===== config.mk =====
export PLATFORM = sky130hd
export DESIGN_NAME = wb_write_arbiter_flat
export DESIGN_NICKNAME = d
export VERILOG_FILES = /design/src/rtl/wb_write_arbiter_if.sv /design/src/rtl/wb_write_arbiter.sv /design/src/flat_wrapper.sv
export SDC_FILE = /design/constraint.sdc
export NUM_CORES = 1
export LEC_CHECK = 0
export CELL_PAD_IN_SITES_DETAIL_PLACEMENT = 0
export CELL_PAD_IN_SITES_GLOBAL_PLACEMENT = 1
export CORE_ASPECT_RATIO = 0.8
export CORE_MARGIN = 2
export CORE_UTILIZATION = 40
export DETAILED_ROUTE_END_ITERATION = 10
export GPL_TIMING_DRIVEN = 0
export PLACE_DENSITY_LB_ADDON = 0.1
export SYNTH_ARGS = -nofsm -noshare
export SYNTH_HDL_FRONTEND = slang
export SYNTH_SLANG_ARGS = --single-unit

===== constraint.sdc =====
create_clock -name clk -period 5.8 [get_ports clk]
set_input_delay 0.87 -clock clk [delete_from_list [all_inputs] [get_ports clk]]
set_output_delay 0.87 -clock clk [all_outputs]
set_load 0.02 [all_outputs]

===== src/rtl/wb_write_arbiter_if.sv =====
// Bundle of the register-file write-port arbiter's bus signals: pipeline write-back,
// long-latency result channel, decode hazard lookups and the registered RF write port.
interface wb_write_arbiter_if;
  logic        pipe_wr_en;
  logic [4:0]  pipe_wr_addr;
  logic [63:0] pipe_wr_data;

  logic        lu_valid;
  logic        lu_ready;
  logic [4:0]  lu_addr;
  logic [63:0] lu_data;

  logic [4:0]  rd_addr1;
  logic [4:0]  rd_addr2;
  logic        pend_hazard1;
  logic        pend_hazard2;

  logic        drain_stall;

  logic        rf_wr_en;
  logic [4:0]  rf_wr_addr;
  logic [63:0] rf_wr_data;

  // Arbiter side.
  modport slave (
    input  pipe_wr_en, pipe_wr_addr, pipe_wr_data,
    input  lu_valid, lu_addr, lu_data,
    output lu_ready,
    input  rd_addr1, rd_addr2,
    output pend_hazard1, pend_hazard2,
    output drain_stall,
    output rf_wr_en, rf_wr_addr, rf_wr_data
  );

  // Pipeline / long-latency unit / register-file side.
  modport master (
    output pipe_wr_en, pipe_wr_addr, pipe_wr_data,
    output lu_valid, lu_addr, lu_data,
    input  lu_ready,
    output rd_addr1, rd_addr2,
    input  pend_hazard1, pend_hazard2,
    input  drain_stall,
    input  rf_wr_en, rf_wr_addr, rf_wr_data
  );
endinterface


===== src/rtl/wb_write_arbiter.sv =====
// Register-file write-port arbiter: pipeline writes win, long-latency results queue in a
// small FIFO and drain into idle cycles, with starvation stall and pending-write hazards.
module wb_write_arbiter #(
  parameter int DEPTH      = 2,
  parameter int STARVE_MAX = 8
) (
  input  logic               clk,
  input  logic               reset,
  wb_write_arbiter_if.slave  bus
);

  localparam int PTR_W = (DEPTH > 1) ? $clog2(DEPTH) : 1;
  localparam int CNT_W = PTR_W + 1;
  localparam int AGE_W = $clog2(STARVE_MAX + 1);

  localparam logic [CNT_W-1:0] FULL_CNT = CNT_W'(DEPTH);
  localparam logic [AGE_W-1:0] AGE_MAX  = AGE_W'(STARVE_MAX);
  localparam logic [4:0]       XZR      = 5'd31;

  typedef enum logic [1:0] {
    SRC_NONE = 2'd0,
    SRC_PIPE = 2'd1,
    SRC_FIFO = 2'd2
  } src_e;

  // FIFO storage
  logic [4:0]       addr_q [DEPTH];
  logic [63:0]      data_q [DEPTH];
  logic [DEPTH-1:0] valid_q;

  logic [PTR_W-1:0] head_q, tail_q;
  logic [CNT_W-1:0] count_q, count_next;
  logic [AGE_W-1:0] age_q, age_next;
  logic             drain_stall_q;

  logic             rf_wr_en_q;
  logic [4:0]       rf_wr_addr_q;
  logic [63:0]      rf_wr_data_q;

  logic             pipe_wr;
  logic             enq;
  logic             pop;
  logic             not_empty;
  src_e             src;
  logic             hit1, hit2;

  assign not_empty = (count_q != '0);
  assign pipe_wr   = bus.pipe_wr_en && (bus.pipe_wr_addr != XZR);
  assign enq       = bus.lu_valid && bus.lu_ready;
  assign pop       = !pipe_wr && not_empty;

  // Ready comes from the registered count only: a full FIFO stays closed even while popping.
  assign bus.lu_ready = (count_q < FULL_CNT);

  // Write-source selection; an invalid (squashed or XZR) head still pops but writes nothing.
  // NOTE: every signal written in an always_comb gets a default first, so no path can infer a latch.
  always_comb begin
    src = SRC_NONE;
    if (pipe_wr) begin
      src = SRC_PIPE;
    end else if (not_empty && valid_q[head_q]) begin
      src = SRC_FIFO;
    end
  end

  always_comb begin
    count_next = count_q;
    unique case ({enq, pop})
      2'b10:   count_next = count_q + CNT_W'(1);
      2'b01:   count_next = count_q - CNT_W'(1);
      default: count_next = count_q;
    endcase
  end

  always_comb begin
    age_next = age_q;
    if (!not_empty || pop) begin
      age_next = '0;
    end else if (age_q != AGE_MAX) begin
      age_next = age_q + AGE_W'(1);
    end
  end

  // NOTE: sequential state uses non-blocking assignments so every flop samples pre-edge values.
  always_ff @(posedge clk or negedge reset) begin
    if (!reset) begin
      head_q        <= '0;
      tail_q        <= '0;
      count_q       <= '0;
      age_q         <= '0;
      drain_stall_q <= 1'b0;
    end else begin
      count_q       <= count_next;
      age_q         <= age_next;
      drain_stall_q <= (age_next == AGE_MAX);
      if (enq) tail_q <= tail_q + PTR_W'(1);
      if (pop) head_q <= head_q + PTR_W'(1);
    end
  end

  // Valid bits: WAW squash first, then pop, then enqueue, so a same-cycle enqueue counts as newer.
  always_ff @(posedge clk or negedge reset) begin
    if (!reset) begin
      valid_q <= '0;
    end else begin
      for (int i = 0; i < DEPTH; i++) begin
        if (pipe_wr && (addr_q[i] == bus.pipe_wr_addr)) valid_q[i] <= 1'b0;
      end
      if (pop) valid_q[head_q] <= 1'b0;
      if (enq) valid_q[tail_q] <= (bus.lu_addr != XZR);
    end
  end

  // NOTE: payload storage has no reset; the reset valid bits and count already make it unobservable.
  always_ff @(posedge clk) begin
    if (enq) begin
      addr_q[tail_q] <= bus.lu_addr;
      data_q[tail_q] <= bus.lu_data;
    end
  end

  always_ff @(posedge clk or negedge reset) begin
    if (!reset) begin
      rf_wr_en_q   <= 1'b0;
      rf_wr_addr_q <= '0;
      rf_wr_data_q <= '0;
    end else begin
      unique case (src)
        SRC_PIPE: begin
          rf_wr_en_q   <= 1'b1;
          rf_wr_addr_q <= bus.pipe_wr_addr;
          rf_wr_data_q <= bus.pipe_wr_data;
        end
        SRC_FIFO: begin
          rf_wr_en_q   <= 1'b1;
          rf_wr_addr_q <= addr_q[head_q];
          rf_wr_data_q <= data_q[head_q];
        end
        default: rf_wr_en_q <= 1'b0;
      endcase
    end
  end

  // Decode hazard lookup against queued entries plus an enqueue landing this cycle.
  always_comb begin
    hit1 = 1'b0;
    hit2 = 1'b0;
    for (int i = 0; i < DEPTH; i++) begin
      if (valid_q[i] && (addr_q[i] == bus.rd_addr1)) hit1 = 1'b1;
      if (valid_q[i] && (addr_q[i] == bus.rd_addr2)) hit2 = 1'b1;
    end
    if (enq && (bus.lu_addr == bus.rd_addr1)) hit1 = 1'b1;
    if (enq && (bus.lu_addr == bus.rd_addr2)) hit2 = 1'b1;
  end

  assign bus.pend_hazard1 = hit1 && (bus.rd_addr1 != XZR);
  assign bus.pend_hazard2 = hit2 && (bus.rd_addr2 != XZR);
  assign bus.drain_stall  = drain_stall_q;
  assign bus.rf_wr_en     = rf_wr_en_q;
  assign bus.rf_wr_addr   = rf_wr_addr_q;
  assign bus.rf_wr_data   = rf_wr_data_q;

endmodule


===== src/flat_wrapper.sv =====
// flat-port wrapper written by rule: the top's interface ports become plain ports
module wb_write_arbiter_flat 
#(
  parameter int DEPTH      = 2,
  parameter int STARVE_MAX = 8
)
  (clk, reset, bus_pipe_wr_en, bus_pipe_wr_addr, bus_pipe_wr_data, bus_lu_valid, bus_lu_addr, bus_lu_data, bus_lu_ready, bus_rd_addr1, bus_rd_addr2, bus_pend_hazard1, bus_pend_hazard2, bus_drain_stall, bus_rf_wr_en, bus_rf_wr_addr, bus_rf_wr_data);
  wb_write_arbiter_if bus_i ();
  input  logic clk;
  input  logic reset;
  input wire logic [$bits(bus_i.pipe_wr_en)-1:0] bus_pipe_wr_en;
  input wire logic [$bits(bus_i.pipe_wr_addr)-1:0] bus_pipe_wr_addr;
  input wire logic [$bits(bus_i.pipe_wr_data)-1:0] bus_pipe_wr_data;
  input wire logic [$bits(bus_i.lu_valid)-1:0] bus_lu_valid;
  input wire logic [$bits(bus_i.lu_addr)-1:0] bus_lu_addr;
  input wire logic [$bits(bus_i.lu_data)-1:0] bus_lu_data;
  output wire logic [$bits(bus_i.lu_ready)-1:0] bus_lu_ready;
  input wire logic [$bits(bus_i.rd_addr1)-1:0] bus_rd_addr1;
  input wire logic [$bits(bus_i.rd_addr2)-1:0] bus_rd_addr2;
  output wire logic [$bits(bus_i.pend_hazard1)-1:0] bus_pend_hazard1;
  output wire logic [$bits(bus_i.pend_hazard2)-1:0] bus_pend_hazard2;
  output wire logic [$bits(bus_i.drain_stall)-1:0] bus_drain_stall;
  output wire logic [$bits(bus_i.rf_wr_en)-1:0] bus_rf_wr_en;
  output wire logic [$bits(bus_i.rf_wr_addr)-1:0] bus_rf_wr_addr;
  output wire logic [$bits(bus_i.rf_wr_data)-1:0] bus_rf_wr_data;
  assign bus_i.pipe_wr_en = bus_pipe_wr_en;
  assign bus_i.pipe_wr_addr = bus_pipe_wr_addr;
  assign bus_i.pipe_wr_data = bus_pipe_wr_data;
  assign bus_i.lu_valid = bus_lu_valid;
  assign bus_i.lu_addr = bus_lu_addr;
  assign bus_i.lu_data = bus_lu_data;
  assign bus_lu_ready = bus_i.lu_ready;
  assign bus_i.rd_addr1 = bus_rd_addr1;
  assign bus_i.rd_addr2 = bus_rd_addr2;
  assign bus_pend_hazard1 = bus_i.pend_hazard1;
  assign bus_pend_hazard2 = bus_i.pend_hazard2;
  assign bus_drain_stall = bus_i.drain_stall;
  assign bus_rf_wr_en = bus_i.rf_wr_en;
  assign bus_rf_wr_addr = bus_i.rf_wr_addr;
  assign bus_rf_wr_data = bus_i.rf_wr_data;
  wb_write_arbiter #(.DEPTH(DEPTH), .STARVE_MAX(STARVE_MAX)) u_core (.clk(clk), .reset(reset), .bus(bus_i));
endmodule

==> impl_results.md <==
- FFs w/ async S/R, synth: 0.370
- Drt first pass iters: 4
- Total power: 5640 µW
- Row count: 49
- Worst r2r src: u_core.count_q[1]
- Final Hold Fails: 0
- Worst hold path type: input port to asynchronous set/reset pin
- Post-Syn Area: 0.00922 mm²
- Cts repair resizes: 0
- Fin crit share: 0.649
- YS warnings: 0
- Area taken by multi-input logic gates: 0.00287 mm²
- 1st-iter DRT viols: ~270
- Post-route ant nets: 0
- Ranking of synthesized cells by area: edfxtp_1 (45%), dfrtp_1 (22%), mux2_2 (8.4%), mux2i_1 (7.6%), o21ai_1 (3.9%)
- First-pass GRT wire length: 37,600 µm
- CP bufs+invs: 2
- DRC Markers: 0
- Die ar.: 0.0243 mm²
- Yosys reg bits: approximately 220
- EDFF count, synth: 138
- Post-CTS Setup Bufs: 0
- Initial Util: 0.408
- Layout cells sized above 1: 0.134
- Logic pwr share: 0.357
- Initial antenna violation count: 1
- Crit-path most repeated cell: clkdlybuf4s50_1
- Gpl congestion: 0.804
- Max Buffers Root-to-Sink: 3
- CP Cell Sequence: clkdlybuf4s50_1, xor2_1, nor4_1, a32oi_1, a21oi_1, clkdlybuf4s50_1
- Yosys top cell by area: edfxtp_1
- Status: completed
- Largest stage delay on the critical path: 0.63 ns
- Most common cell in the synthesized netlist: edfxtp_1
- Setup CP Type: input port to output pin
- Sw power: 1780 µW
- Die H: 140 µm
- Slew @ Worst Pin: approximately 0.73 ns
- Max_cap viols: 0
- Final setup vio count: 0
- RSZ-0062 raised after global routing: no
- IO buf count: around 230
- Routed length per instance: 19.7 µm
- Final Critical Period: roughly 3.8 ns
- F_max: between 200 and 300 MHz
- Crit path DAT: just under 3 ns
- Register area share after synthesis: 0.670
- Yosys cell types: 37
- Synth Flop Type: edfxtp_1
- Wirelength, routed: 24,100 µm
- Post-CTS Hold Fix Bufs: 0
- H-tree level count: 1
- I/O Pins: 226
- DP HPWL: 16,700 µm
- CP startpoint kind: input port
- Storage element area: 0.00617 mm²
- Net Count, Synth: 800
- Syn Inst Count: approximately 650
- P_leak: 0.00464 µW
- Pwr Density: 444 mW/mm²
- Core Area: ~0.023 mm²
- Worst Setup SP: bus_rd_addr1[2]
- FILL cells: roughly 1,900
- CTS root buf: clkbuf_16
- Internal power: 3860 µW
- Via-to-Cell Ratio: between 4 and 5
- TritonCTS clock tree: yes
- Global Route Usage Sum: 0.200
- Number of global-route vias before repair: 6,645
- Critical Path RT: 4.93 ns
- Top cells by count, synth: edfxtp_1 (138), dfrtp_1 (81), nand2_1 (77)
- Worst hold slack: 0.379 ns
- Largest net degree at the start of global routing: 51
- Die Span X: 174 µm
- Share of the synthesized area in the top cell type: 0.450
- Critical-path top delay cell: clkdlybuf4s50_1
- Sink Count: around 220
- Delay-heaviest family, CP: buffers and inverters
- Post-Syn Area per Cell: around 14 µm²
- Gr ovfl total: 0
- Sequential power share: 0.392
- Final core occ: 0.564
- Via count: 6,088
- Worst skew pair latency: around 0.50 ns
- Slew margin rel.: 0.515
- Crit. End Element: output pin
- Final Max Slew Viols: 0
- # nets final: 1,055
- Num CTS Buffers: 23
- Clock transition at path regs: 0.06 ns
- Sw Ratio: 0.316
- Peak VDD IR: 0.272 mV
- Clk_skew: 0.00820 ns
- Clock power frac: 0.251
- Critical path fanouts, max: 4
- Area grow syn2layout: 38.0%
==> placed cells by master (no fill, tap or decap), drive strengths merged, types with 2 or more instances in the layout <==
cell and count:
nor2 15, nand4 2, xor2 18, ha 3, o31ai 2, xnor2 27, nand3 10, clkbuf 56
a21oi 2, o21ai 73, clkdlybuf4s50 224, clkinv 4, nor3 2, nor4 6, buf 16, edfxtp 138
nand2 77, mux2i 71, dfrtp 81, inv 8, mux2 69
==> worst reg2reg max path: stages, from the launching register on <==
cell and delay, ns:
dfrtp_1 0.41, nand2b_1 0.28, nor2_4 0.58, buf_16 0.25, buf_12 0.21
==> power by group through the flow <==
stage,registers [µW],clock network [µW],logic [µW]
6_report,2210,1420,2010
5_1_grt,2250,1510,2180
4_1_cts,2210,1450,2050
3_5_place_dp,2240,0,2040
3_3_place_gp,2250,0,1960
2_1_floorplan,2400,0,1050
==> through the flow <==
step / setup TNS, ns / setup slack (ns) / std cells / cell area (µm²)
4_1_cts: 0 / 2.04 / 1221 / 12700
3_3_place_gp: -105.73 / -1.93 / 1176 / 11900
3_5_place_dp: 0 / 2.06 / 1181 / 12000
2_1_floorplan: 0 / 1.22 / 645 / 9220
5_1_grt: 0 / 1.96 / 1222 / 12700
6_report: 0 / 2.04 / 1222 / 12700
==> logic make-up after synthesis <==
logic type,Yosys count,share of synthesized area
and+or+nand+nor,115,0.0527
adders and majority gates,3,0.00407
DFF,219,0.670
xor gates and xnor gates,45,0.0428
AOI/OAI and AO/OA,85,0.0497
buffers and inverters,38,0.0194
muxes,140,0.162
==> state kept, by name, summed over array words and instances, names as in the netlist, 2 cells and up <==
register               count
u_core.bus.rf_wr_addr      5
u_core.count_q             2
u_core.age_q               4
u_core.bus.rf_wr_data     64
u_core.valid_q             2
u_core.data_q            128
u_core.addr_q             10
==> final cells by class <==
class | instances | share of cell area
inverter | 8 | 0.00256
buffer | 30 | 0.0117
clock inverter | 4 | 0.00138
antenna | 1 | 0.000197
timing repair buffer | 230 | 0.187
sequential | 219 | 0.485
clock buffer | 36 | 0.0557
multi-input combinational | 388 | 0.226
tap | 306 | 0.0301
==> path summary, 6_finish.rpt <==
check | endpoint | slack [ns] | depth (start not counted)
hold / removal | u_core.bus.rf_wr_data[15] | 0.38 | 1
hold reg to reg | u_core.bus.rf_wr_data[57] | 0.55 | 2
setup / recovery | bus_pend_hazard1 | 2.04 | 6
min in group clk | u_core.bus.rf_wr_data[57] | 0.55 | 2
setup reg to reg | u_core.data_q[0][7] | 3.75 | 4
max in group asynchronous | u_core.bus.rf_wr_data[62] | 4.75 | 2
==> per-layer routing <==
metal  vias to the layer above  part of all wire  track usage
li1                       2864                 -            -
met1                      2979              0.44        0.267
met2                       203              0.46        0.322
met3                        42             0.068       0.0519
met4                         0             0.030       0.0602
met5                         -                 0            0
Power figures use the tool's default switching activity.
